### config.mk
export PLATFORM = sky130hd
export DESIGN_NAME = dec_to_bcd
export DESIGN_NICKNAME = d
export VERILOG_FILES = /design/src/rtl/bcd_pkg.sv /design/src/rtl/dec_prio_enc.sv /design/src/rtl/dec_to_bcd.sv
export SDC_FILE = /design/constraint.sdc
export NUM_CORES = 1
export LEC_CHECK = 0
export BUFFER_PORTS_ARGS = -buffer_cell sky130_fd_sc_hd__buf_2
export CAP_MARGIN = 30
export CORE_UTILIZATION = 40
export CTS_BUF_LIST = sky130_fd_sc_hd__clkbuf_4 sky130_fd_sc_hd__clkbuf_8 sky130_fd_sc_hd__clkbuf_16
export CTS_CLUSTER_DIAMETER = 150
export DETAILED_ROUTE_END_ITERATION = 7
export PLACE_DENSITY = 0.66
export SETUP_SLACK_MARGIN = 0.15
export SYNTH_ARGS = -nofsm -noshare
export SYNTH_HDL_FRONTEND = slang
export SYNTH_HIERARCHICAL = 1
export SYNTH_SLANG_ARGS = --single-unit
### constraint.sdc
create_clock -name clk -period 0.8 [get_ports clk]
set_input_delay 0.04 -clock clk [delete_from_list [all_inputs] [get_ports clk]]
set_output_delay 0.04 -clock clk [all_outputs]
set_load 0.01 [all_outputs]
### src/rtl/bcd_pkg.sv
// Shared constants and types for the decimal-to-BCD encoder slice.
package bcd_pkg;

   localparam int DEC_W = 10;
   localparam int BCD_W = 4;

   typedef logic [BCD_W-1:0] bcd_t;

   localparam bcd_t BCD_NONE = 4'd0;

endpackage : bcd_pkg

### src/rtl/dec_prio_enc.sv
// Combinational priority encoder over the ten decimal lines: highest set index,
// any-line-active and more-than-one-line-active.
module dec_prio_enc
   import bcd_pkg::*;
(
   input  logic [DEC_W-1:0] dec,
   output bcd_t             idx,
   output logic             any,
   output logic             multi
);

   logic [BCD_W-1:0] w_count;

   // Ascending scan so the most significant set line overwrites lower ones.
   always_comb begin
      idx     = BCD_NONE;
      w_count = '0;
      for (int i = 0; i < DEC_W; i++) begin
         if (dec[i]) begin
            idx     = bcd_t'(i);
            w_count = w_count + 4'd1;
         end
      end
   end

   assign any   = |dec;
   assign multi = (w_count >= 4'd2);

endmodule : dec_prio_enc

### src/rtl/dec_to_bcd.sv
// Registered decimal-to-BCD encoder: one-cycle latency, valid and multi-hot error flags.
module dec_to_bcd
   import bcd_pkg::*;
(
   input  logic             clk,
   input  logic             rst_n,
   input  logic [DEC_W-1:0] dec,
   output bcd_t             bcd,
   output logic             valid,
   output logic             err
);

   bcd_t w_idx;
   logic w_any;
   logic w_multi;

   bcd_t r_bcd;
   logic r_valid;
   logic r_err;

   dec_prio_enc u_enc (
      .dec   (dec),
      .idx   (w_idx),
      .any   (w_any),
      .multi (w_multi)
   );

   // No accumulated state: every edge replaces all three outputs with the new sample.
   always_ff @(posedge clk or negedge rst_n) begin
      if (!rst_n) begin
         r_bcd   <= BCD_NONE;
         r_valid <= 1'b0;
         r_err   <= 1'b0;
      end else begin
         r_bcd   <= w_idx;
         r_valid <= w_any;
         r_err   <= w_multi;
      end
   end

   assign bcd   = r_bcd;
   assign valid = r_valid;
   assign err   = r_err;

endmodule : dec_to_bcd

* Word-level counts from Yosys, hierarchy flattened *
Cells that the tools add are included.
Widths: inputs -> output; s select.

operators by class
  muxes and demuxes = 19
  reductions and logical operators = 1
  order comparisons = 1
  add/subtract/negate cells = 9

operator list
  operator             count
  $mux 4               11
  $add 4x1->4 const B  8
  $mux 3               4
  $reduce_or 10->1     1
  $ge 4x2->1 const B   1
  $mux 2               2
  $add 1x1->2 const B  1
  $mux 1               2

storage, ports and cells
  register bits = 6
  word-level logic and storage cells = 33

* Longest topological paths before layout *
Gate-level depths: netlist (run 1).

  word-level depth = 20
  gate-level depth with buffers = 25

* Cells and area by module *
Netlist (run 1), hierarchy kept.

by module, submodules not included
  module        cells each  area each (um2)  sequential area each (um2)  times used
  dec_prio_enc  129         1028.5           0.0                         1
  dec_to_bcd    6           150.1            150.1                       1

* Worst setup path after synthesis (run 1) *
No wires, ideal clock.

  path type = input to register
  start point = input dec[0]
  end point = register r_err, in the netlist err
  required time = 673 ps
  arrival time = 4084 ps
  stages = 23
  setup slack = -3410 ps
  setup time = 127 ps
  cells stage by stage = inv_1 > ha_1 > xnor2_4 > inv_1 > ha_1 > and2_1 > o31ai_1 > xnor2_1 > mux2_2 > ha_1 > nand2_1 > o41a_1 > nand2_1 > xor2_1 > mux2_2 > ha_1 > nand2b_1 > o31a_1 > ha_1 > nand3b_1 > nand2_1 > o311a_1 > mux2i_1

on the way
  word-level cells in the longest chain between the ends = 20

RTL lines
  what                  line                source
  from (decl)           dec_to_bcd.sv:7     input logic [DEC_W-1:0] dec,
  $mux 1 *              dec_prio_enc.sv:19  if (dec[i]) begin
  $add 1x1->2           dec_prio_enc.sv:21  w_count = w_count + 4'd1;
  $mux 4 *              dec_prio_enc.sv:19
  $add 4x1->4           dec_prio_enc.sv:21
  $mux 4 *              dec_prio_enc.sv:19
  $add 4x1->4           dec_prio_enc.sv:21
  $mux 4 *              dec_prio_enc.sv:19
  $add 4x1->4           dec_prio_enc.sv:21
  [5 not listed]        n/a
  $add 4x1->4           dec_prio_enc.sv:21
  $mux 4 *              dec_prio_enc.sv:19
  $add 4x1->4           dec_prio_enc.sv:21
  $mux 4 *              dec_prio_enc.sv:19
  $add 4x1->4           dec_prio_enc.sv:21
  $mux 4 *              dec_prio_enc.sv:19
  $ge 4x2->1 *          dec_prio_enc.sv:27  assign multi = (w_count >= 4'd2);
  net w_multi           dec_to_bcd.sv:15    logic w_multi;
  to (signal assigned)  dec_to_bcd.sv:37    r_err <= w_multi;
  to (decl)             dec_to_bcd.sv:19    logic r_err;

The timed path passes the listed nets; every way through them passes the cells marked *.

* Final worst setup path (run 1) *
  start point = input dec[1]
  end point = register r_err, in the netlist err

on the way
  word-level cells in the longest chain between the ends = 18

RTL lines
  what            line
  $mux 4 *        dec_prio_enc.sv:19
  $add 4x1->4     dec_prio_enc.sv:21
  $mux 4 *        dec_prio_enc.sv:19
  $add 4x1->4     dec_prio_enc.sv:21
  $mux 4 *        dec_prio_enc.sv:19
  $add 4x1->4     dec_prio_enc.sv:21
  $mux 4 *        dec_prio_enc.sv:19
  $add 4x1->4     dec_prio_enc.sv:21
  [3 not listed]  n/a
  $add 4x1->4     dec_prio_enc.sv:21
  $mux 4 *        dec_prio_enc.sv:19
  $add 4x1->4     dec_prio_enc.sv:21
  $mux 4 *        dec_prio_enc.sv:19
  $add 4x1->4     dec_prio_enc.sv:21
  $mux 4 *        dec_prio_enc.sv:19
  $ge 4x2->1 *    dec_prio_enc.sv:27
  net w_multi     dec_to_bcd.sv:15

Marks and branches as above.

==> summary.md, run 1 <==
| Metric | Value |
|---|---|
| Fillers | 215 |
| Maximum number of pins on one net before global-route repair | 13 |
| Critical Path Start Type | input pin |
| Floorplan die height | 56.3 um |
| Number of hold-slack violations in the final timing report | 0 |
| Total number of vias | 1178 |
| Overall die width | 56.3 um |
| Count of unique library cells instantiated by Yosys | 50 |
| Combined flip-flop and latch cell area | 150 um2 |
| EDFF count, synth | 0 |
| Via count of the first global-routing pass | 1145 |
| Initial antenna violation count | 0 |
| Estimated wirelength of the detail-placed design | about 2200 um |
| Clock tree from TritonCTS | yes |
| Net count of the finished layout | approximately 220 |
| Pwr Density | 1810 nW/um2 |
| Type of the most critical hold path | in2reg |
| Violations in the final reports | negative setup slack |
| Slowest cell on the critical path | sky130_fd_sc_hd__ha_1 |
| Seq cells post-synth | 6 |
| Largest fanout on the critical path | 4 |
| Placeable core area | roughly 2800 um2 |
| Share of flip-flops with an asynchronous set or reset after synthesis | 1.00 |
| Number of standard-cell rows in the floorplan | 19 |
| Final weighted congestion of routability-driven global placement | 0.894 |
| Number of detailed-route iterations in the first pass | 4 |
| Clk sink count | 6 |
| Crit path DAT | 3.90 ns |
| Largest stage delay, worst path | 0.28 ns |
| Actual slew at the worst max-slew pin | 0.360 ns |
| Crit. End Element | flip-flop |
| Max capacitance violation total | 0 |
| Bufs on Longest Clock Path | 2 |
| Net count after synthesis | 158 |
| Hold Worst Slack | 0.124 ns |
| Synth-to-Final Area Change | 61.7% |
| Shortest clock period the worst path allows after layout | 3.79 ns |
| Setup repair after global routing missed its margin | true |
| Cell area after synthesis | 1180 um2 |
| DRC marker count from the first detailed-route iteration | 14 |
| Remaining design rule violation count | 0 |
| CP most frequent cell | sky130_fd_sc_hd__ha_4 |
| Global-route wire length before repair | 4700 um |
| Starting utilization of the core area | 0.424 |
| Worst setup slack after layout | -2.99 ns |
| Req. time, crit path | 0.91 ns |
| CTS clk-pin slew, worst paths | approximately 0.040 ns |
| Crit Path Class | in2reg |
| Setup Viol. Count Final | 1 |
| Total clock buffers created by CTS | 3 |
| Period Utilization, post-route | 4.74 |
| Overall routed net length | 2940 um |
| Buffer cell driving the clock tree root | sky130_fd_sc_hd__clkbuf_4 |
| Number of top-level pins | 18 |
| Grt ovf | 0 |
| Status | complete, but fails checks |
| Proportion of layout cells with a drive suffix above 1 | 0.569 |
| Number of nets with antenna violations after detailed routing | 0 |
| Global-route usage over all layers | 0.183 |
| Level count of the clock H-tree | 1 |
| Post-synthesis cell count | 135 |
| Number of antenna diodes | 0 |
| Maximum clock rate | 264 MHz |
| Count of placed standard cells including taps | 216 |
| Final standard cell count with taps included and fillers excluded | 228 |
| Dominant register cell in the synthesized netlist | sky130_fd_sc_hd__dfrtp_1 |
| Max VDD drop | approximately 2.0 mV |
| Portion of the post-synthesis area used by sequential elements | 0.127 |
| Input/output buffers | 17 |
| Worst rel slew slack | 0.754 |
| Area of combinational cells with multiple inputs | 1140 um2 |
| Final slew viol count | 0 |
| Mean post-synth cell area | 8.73 um2 |
| Leakage power of the design | 0.904 nW |
| Detailed-route vias per instance | slightly above 5 |
| Routed wirelength normalized by instance count | 12.9 um |
| Die Footprint | about 3200 um2 |
| Count of warnings emitted by yosys | 6 |
-- timing repair --
action                                 in CTS  in global routing
buffers inserted                            2                  6
pin swaps                                  12                 16
setup endpoints to repair                   8                  9
endpoints found under the hold margin       6                  0
resized for setup                          23                 18
hold buffers                                1                  0
-- logic make-up after synthesis --
logic type | after synthesis | synth area share
xor+xnor | 23 | 0.262
buf+inv | 16 | 0.0764
mux | 4 | 0.0361
fa+ha+maj | 11 | 0.117
compound gates | 24 | 0.149
flops | 6 | 0.127
simple gates | 51 | 0.232
-- cell type report --
class                      instances  area share
inverter                           8      0.0236
clock buffer                       3      0.0118
timing repair buffer              67       0.269
multi-input combinational        113       0.596
sequential                         6      0.0788
tap                               31      0.0204
-- critical path, delay by kind of cell --
kind                     cells  cell delay (ns)
AO/OA/AOI/OAI                6             0.83
AND/OR/NAND/NOR              7             0.67
XOR/XNOR                     2             0.28
buffers and inverters        3             0.32
multiplexers                 3             0.62
adder cells (fa/ha/maj)      5             1.10
-- power by group --
group          internal (W)  switching, W
clock network      0.000169     0.0000960
registers          0.000342    0.00000625
logic               0.00159       0.00124
-- state kept, by name (all words and copies together) (netlist names) --
signal  flops
valid       1
err         1
bcd         4
-- layout by cell type (no fill, tap or decap), types with 2 or more instances in the layout --
cell type,instances
sky130_fd_sc_hd__o21ai_1,2
sky130_fd_sc_hd__ha_4,7
sky130_fd_sc_hd__xnor2_1,10
sky130_fd_sc_hd__and2_2,2
sky130_fd_sc_hd__nand2_1,11
sky130_fd_sc_hd__nand3b_1,2
sky130_fd_sc_hd__xnor2_4,2
sky130_fd_sc_hd__inv_1,3
sky130_fd_sc_hd__xnor3_2,2
sky130_fd_sc_hd__nand2_2,2
sky130_fd_sc_hd__dfrtp_1,6
sky130_fd_sc_hd__ha_1,3
sky130_fd_sc_hd__a21oi_1,2
sky130_fd_sc_hd__inv_2,2
sky130_fd_sc_hd__buf_8,3
sky130_fd_sc_hd__buf_6,4
sky130_fd_sc_hd__a21oi_2,3
sky130_fd_sc_hd__xor2_1,5
sky130_fd_sc_hd__a211oi_1,2
sky130_fd_sc_hd__nand3_1,2
sky130_fd_sc_hd__clkbuf_4,3
sky130_fd_sc_hd__a211o_1,2
sky130_fd_sc_hd__mux2_4,2
sky130_fd_sc_hd__nor3_1,2
sky130_fd_sc_hd__nand4_1,3
sky130_fd_sc_hd__nand2b_4,2
sky130_fd_sc_hd__nor2_1,12
sky130_fd_sc_hd__buf_2,12
sky130_fd_sc_hd__buf_4,47
-- cell usage after synthesis, types with 3 or more instances --
| cell | n | area, um2 |
|---|---|---|
| sky130_fd_sc_hd__nor2_1 | 14 | 52.6 |
| sky130_fd_sc_hd__nand2_1 | 13 | 48.8 |
| sky130_fd_sc_hd__ha_1 | 11 | 138 |
| sky130_fd_sc_hd__xnor2_1 | 11 | 96.3 |
| sky130_fd_sc_hd__inv_1 | 8 | 30.0 |
| sky130_fd_sc_hd__dfrtp_1 | 6 | 150 |
| sky130_fd_sc_hd__a21oi_1 | 5 | 25.0 |
| sky130_fd_sc_hd__xor2_1 | 5 | 43.8 |
| sky130_fd_sc_hd__nand2b_1 | 3 | 18.8 |
| sky130_fd_sc_hd__nand4_1 | 3 | 18.8 |
| sky130_fd_sc_hd__nor3_1 | 3 | 15.0 |
| sky130_fd_sc_hd__o21ai_0 | 3 | 15.0 |
-- routing by layer --
metal | global-route usage | vias up | wire [um]
li1 | - | 597 | -
met1 | 0.217 | 562 | 1250
met2 | 0.345 | 17 | 1620
met3 | 0.0115 | 2 | 48
met4 | 0.0627 | 0 | 23
met5 | 0 | - | 0
-- stage by stage --
step | power [W] | utilization | setup TNS [ns] | setup WS [ns] | cell area [um2]
3_5_place_dp | 0.00281 | 0.594 | -3.72 | -3.34 | 1650
6_report | 0.00345 | 0.685 | -2.99 | -2.99 | 1910
5_1_grt | 0.00376 | 0.685 | -3.23 | -3.23 | 1910
3_3_place_gp | 0.00272 | 0.594 | -3.57 | -3.27 | 1650
2_1_floorplan | 0.00212 | - | -3.03 | -3.03 | 1330
4_1_cts | 0.00331 | 0.644 | -2.95 | -2.95 | 1790
-- worst paths after layout --
| path | startpoint | endpoint | slack [ns] | cells after the start |
|---|---|---|---|---|
| max | dec[1] | err | -2.99 | 26 |
| min | dec[8] | bcd[0] | 0.12 | 3 |
| max in group asynchronous | rst_n | err | 0.52 | 2 |
| min in group asynchronous | rst_n | bcd[1] | 0.15 | 2 |
Note: power is estimated with default switching activity, not from simulation.
==> inputs of run 2 (changes only) <==
--- a/config.mk
+++ b/config.mk
@@ -15,5 +15,4 @@
 export SETUP_SLACK_MARGIN = 0.15
 export SYNTH_ARGS = -nofsm -noshare
 export SYNTH_HDL_FRONTEND = slang
-export SYNTH_HIERARCHICAL = 1
 export SYNTH_SLANG_ARGS = --single-unit
==> summary.md, run 2 <==
| Metric | Value |
|---|---|
| Worst setup slack after layout | -3.37 ns (-0.379 ns) |
| Commonest non-fill, non-tap cell in the layout | sky130_fd_sc_hd__buf_4 |
| Share of flip-flops with an asynchronous set or reset after synthesis | 1.00 (unchanged) |
| Seq cells post-synth | 6 (unchanged) |
| Cell area after synthesis | 1180 um2 (+0.11%) |
| Leakage power of the design | 0.837 nW (-7.3%) |
| Placeable core area | 2780 um2 (unchanged) |
| Die Footprint | 3170 um2 (+0.11%) |
| Number of standard-cell rows in the floorplan | 19 (unchanged) |
| Detailed-route vias per instance | 5.18 (+0.32%) |
| Level count of the clock H-tree | 1 (unchanged) |
| CTS clk-pin slew, worst paths | 0.04 ns (about the same) |
| Simple-gate share of the synthesized area | 0.183 (-0.0490) |
| Pwr Density | 1950 nW/um2 (+8.0%) |
| Count of warnings emitted by yosys | 0 (-6) |
| Bufs on Longest Clock Path | 2 (unchanged) |
| Violations in the final reports | negative setup slack |
| Placement Setup Slack | -4.05 ns (-0.712 ns) |
| Status | complete, but fails checks |
| Grt ovf | 0 (unchanged) |
| Clock tree from TritonCTS | yes |
| Most frequent cells in the layout | 43 x sky130_fd_sc_hd__buf_4, 11 x sky130_fd_sc_hd__xnor2_1, 11 x sky130_fd_sc_hd__nand2_1, 11 x sky130_fd_sc_hd__buf_2, 9 x sky130_fd_sc_hd__inv_1 |
| Clk sink count | 6 (unchanged) |
| Hold Worst Slack | 0.135 ns (+0.0102 ns) |
| Design Power | 0.00354 W (+2.7%) |
| Post-synthesis share of cell area spent on xor and xnor gates | 0.253 (-0.00876) |
| Largest fanout on the critical path | 3 (-1) |
| Final standard cell count with taps included and fillers excluded | 229 (+0.44%) |
| Starting utilization of the core area | 0.424 (+0.000450) |
| Total number of vias | 1187 (+0.76%) |
| Final slew viol count | 0 (unchanged) |
| Setup repair after global routing missed its margin | true |
| Proportion of layout cells with a drive suffix above 1 | 0.490 (-0.0786) |
| Combined flip-flop and latch cell area | 150 um2 (unchanged) |
| Number of top-level pins | 18 (unchanged) |
| Most area-consuming cells after synthesis | sky130_fd_sc_hd__dfrtp_1 13%, sky130_fd_sc_hd__ha_1 12%, sky130_fd_sc_hd__xnor2_1 8.2% |
| Maximum clock rate | 240 MHz (-9.1%) |
| Count of placed standard cells including taps | 220 (+1.9%) |
| Global-route usage over all layers | 0.197 (+0.0136) |
| Worst rel slew slack | 0.758 (+0.00418) |
| Crit Path Class | in2reg |
| Max capacitance violation total | 0 (unchanged) |
| Setup Viol. Count Final | 1 (unchanged) |
| Overall die width | 56.3 um (about the same) |
| Req. time, crit path | 0.93 ns (+0.02 ns) |
| Net count after synthesis | 162 (+2.5%) |
| Type of the most critical hold path | in2reg |
| Input/output buffers | 17 (unchanged) |
| Sink of the worst hold path | bcd[0] |
| Synth-to-Final Area Change | 53.7% |
| Portion of the post-synthesis area used by sequential elements | 0.127 (-0.000135) |
| Compound-Gate Fraction of Synth Area | 0.172 (+0.0232) |
| Count of buffer and inverter cells on the critical path | 3 (unchanged) |
| Fillers | 232 (+7.9%) |
| Actual slew at the worst max-slew pin | 0.354 ns (-0.00610 ns) |
| Number of hold-slack violations in the final timing report | 0 (unchanged) |
| Crit path DAT | 4.30 ns (+0.40 ns) |
| EDFF count, synth | 0 (unchanged) |
| Post-synthesis cell count | 139 (+3.0%) |
| Number of flip-flops under the largest register name | 4 (unchanged) |
| Number of nets with antenna violations after detailed routing | 0 (unchanged) |
| Mean post-synth cell area | 8.49 um2 (-2.8%) |
| Maximum number of pins on one net before global-route repair | 12 (-1) |
| Combinational family with the most area after synthesis | XOR/XNOR gates |
| Count of unique library cells instantiated by Yosys | 44 (-12%) |
| Slowest cell on the critical path | sky130_fd_sc_hd__ha_1 |
| Multiplexer share of the synthesized area | 0.0530 (+0.0169) |
| Hold Crit Start | dec[8] |
| Global-route wire length before repair | 4950 um (+5.3%) |
| Max VDD drop | 1.76 mV (-13%) |
| Number of detailed-route iterations in the first pass | 4 (unchanged) |
| Overall routed net length | 2880 um (-2.1%) |
| Proportion of netlist area held by the largest area contributor | 0.127 (-0.000135) |
| DRC marker count from the first detailed-route iteration | 17 (+3) |
| Routed wirelength normalized by instance count | 12.6 um (-2.5%) |
| Via count of the first global-routing pass | 1190 (+3.9%) |
| Remaining design rule violation count | 0 (unchanged) |
| Period Utilization, post-route | 5.21 (+0.473) |
| Initial antenna violation count | 0 (unchanged) |
| Total clock buffers created by CTS | 3 (unchanged) |
| Shortest clock period the worst path allows after layout | 4.17 ns (+0.379 ns) |
| Number of antenna diodes | 0 (unchanged) |
| Floorplan die height | 56.3 um (about the same) |
| Net count of the finished layout | 223 (+0.45%) |
| Number of cells on the worst hold path | 3 (unchanged) |
| Utilization after layout | 0.652 (-0.0333) |
| Final weighted congestion of routability-driven global placement | 0.813 (-9.1%) |
| Area of combinational cells with multiple inputs | 1050 um2 (-7.8%) |
| Critical Path Start Type | input pin |
| Largest stage delay, worst path | 0.33 ns (+0.05 ns) |
| Crit path max-delay family | adder cells |
| Largest area contributor in the synthesized netlist | sky130_fd_sc_hd__dfrtp_1 |
| Buffer cell driving the clock tree root | sky130_fd_sc_hd__clkbuf_4 |
| Adder-cell share of the synthesized area | 0.117 (-0.000124) |
| Estimated wirelength of the detail-placed design | 2440 um (+8.8%) |
| Dominant register cell in the synthesized netlist | sky130_fd_sc_hd__dfrtp_1 |
| Leading cell types by count after synthesis | 12 x sky130_fd_sc_hd__inv_1, 12 x sky130_fd_sc_hd__nand2_1, 11 x sky130_fd_sc_hd__ha_1, 11 x sky130_fd_sc_hd__xnor2_1 |
| Crit. End Element | flip-flop |
==> run 2: changes by cell type in the layout (fill, tap and decap cells not counted), sizes merged, moves of 3 or more <==
cell,previous run,this run
nor2,14,8
o21ai,3,8
buf,66,62
inv,8,12
nand3,3,7
xor2,6,9
==> run 2: what timing repair did <==
item                                    in CTS  in global routing
setup buffers                                2                  3
hold buffers                                 1                  0
endpoints found under the setup margin       9                 10
pin swaps                                   20                  9
gates resized for setup                     20                 14
endpoints found under the hold margin        6                  0
==> run 2: cell families after synthesis <==
family | Yosys count
mux | 6
buf+inv | 19
simple gates | 43
compound gates | 29
xor+xnor | 25
fa+ha+maj | 11
flops | 6
==> run 2: power by group <==
part           leakage (nW)  internal (W)  total, W  switching (W)
clock network        0.0138      0.000169  0.000274       0.000105
logic                 0.758       0.00162   0.00293        0.00131
registers            0.0658      0.000335  0.000339     0.00000459
total                 0.837       0.00212   0.00354        0.00142
==> run 2: routing by layer <==
metal / vias up / GRT usage / wire length, um
li1: 597 / - / -
met1: 549 / 0.222 / 1190
met2: 35 / 0.372 / 1550
met3: 6 / 0.0161 / 104
met4: 0 / 0.0871 / 36
met5: - / 0 / 0
==> run 2: final cells by class <==
type	instances	area share
well taps	31	0.0214
multi-input cells	114	0.578
flip-flops and latches	6	0.0828
inverters	12	0.0331
repair buffers	63	0.273
clock buffers	3	0.0124
==> run 2: how the worst max path moves through the flow <==
stage	cells after the start	slack (ns)	end	start
6_report	27	-3.37	err	dec[0]
5_1_grt	27	-3.60	err	dec[0]
4_1_cts	27	-3.38	err	dec[1]
3_5_place_dp	25	-4.05	err	dec[1]
3_3_place_gp	25	-3.83	err	dec[1]
2_1_floorplan	27	-3.56	err	dec[1]
==> run 2: metrics by stage <==
step | area (um2) | TNS (ns)
after floorplan | 1280 | -3.56
after global placement | 1630 | -4.30
after detailed placement | 1630 | -4.65
after CTS | 1750 | -3.38
after global routing | 1810 | -3.60
final | 1810 | -3.37
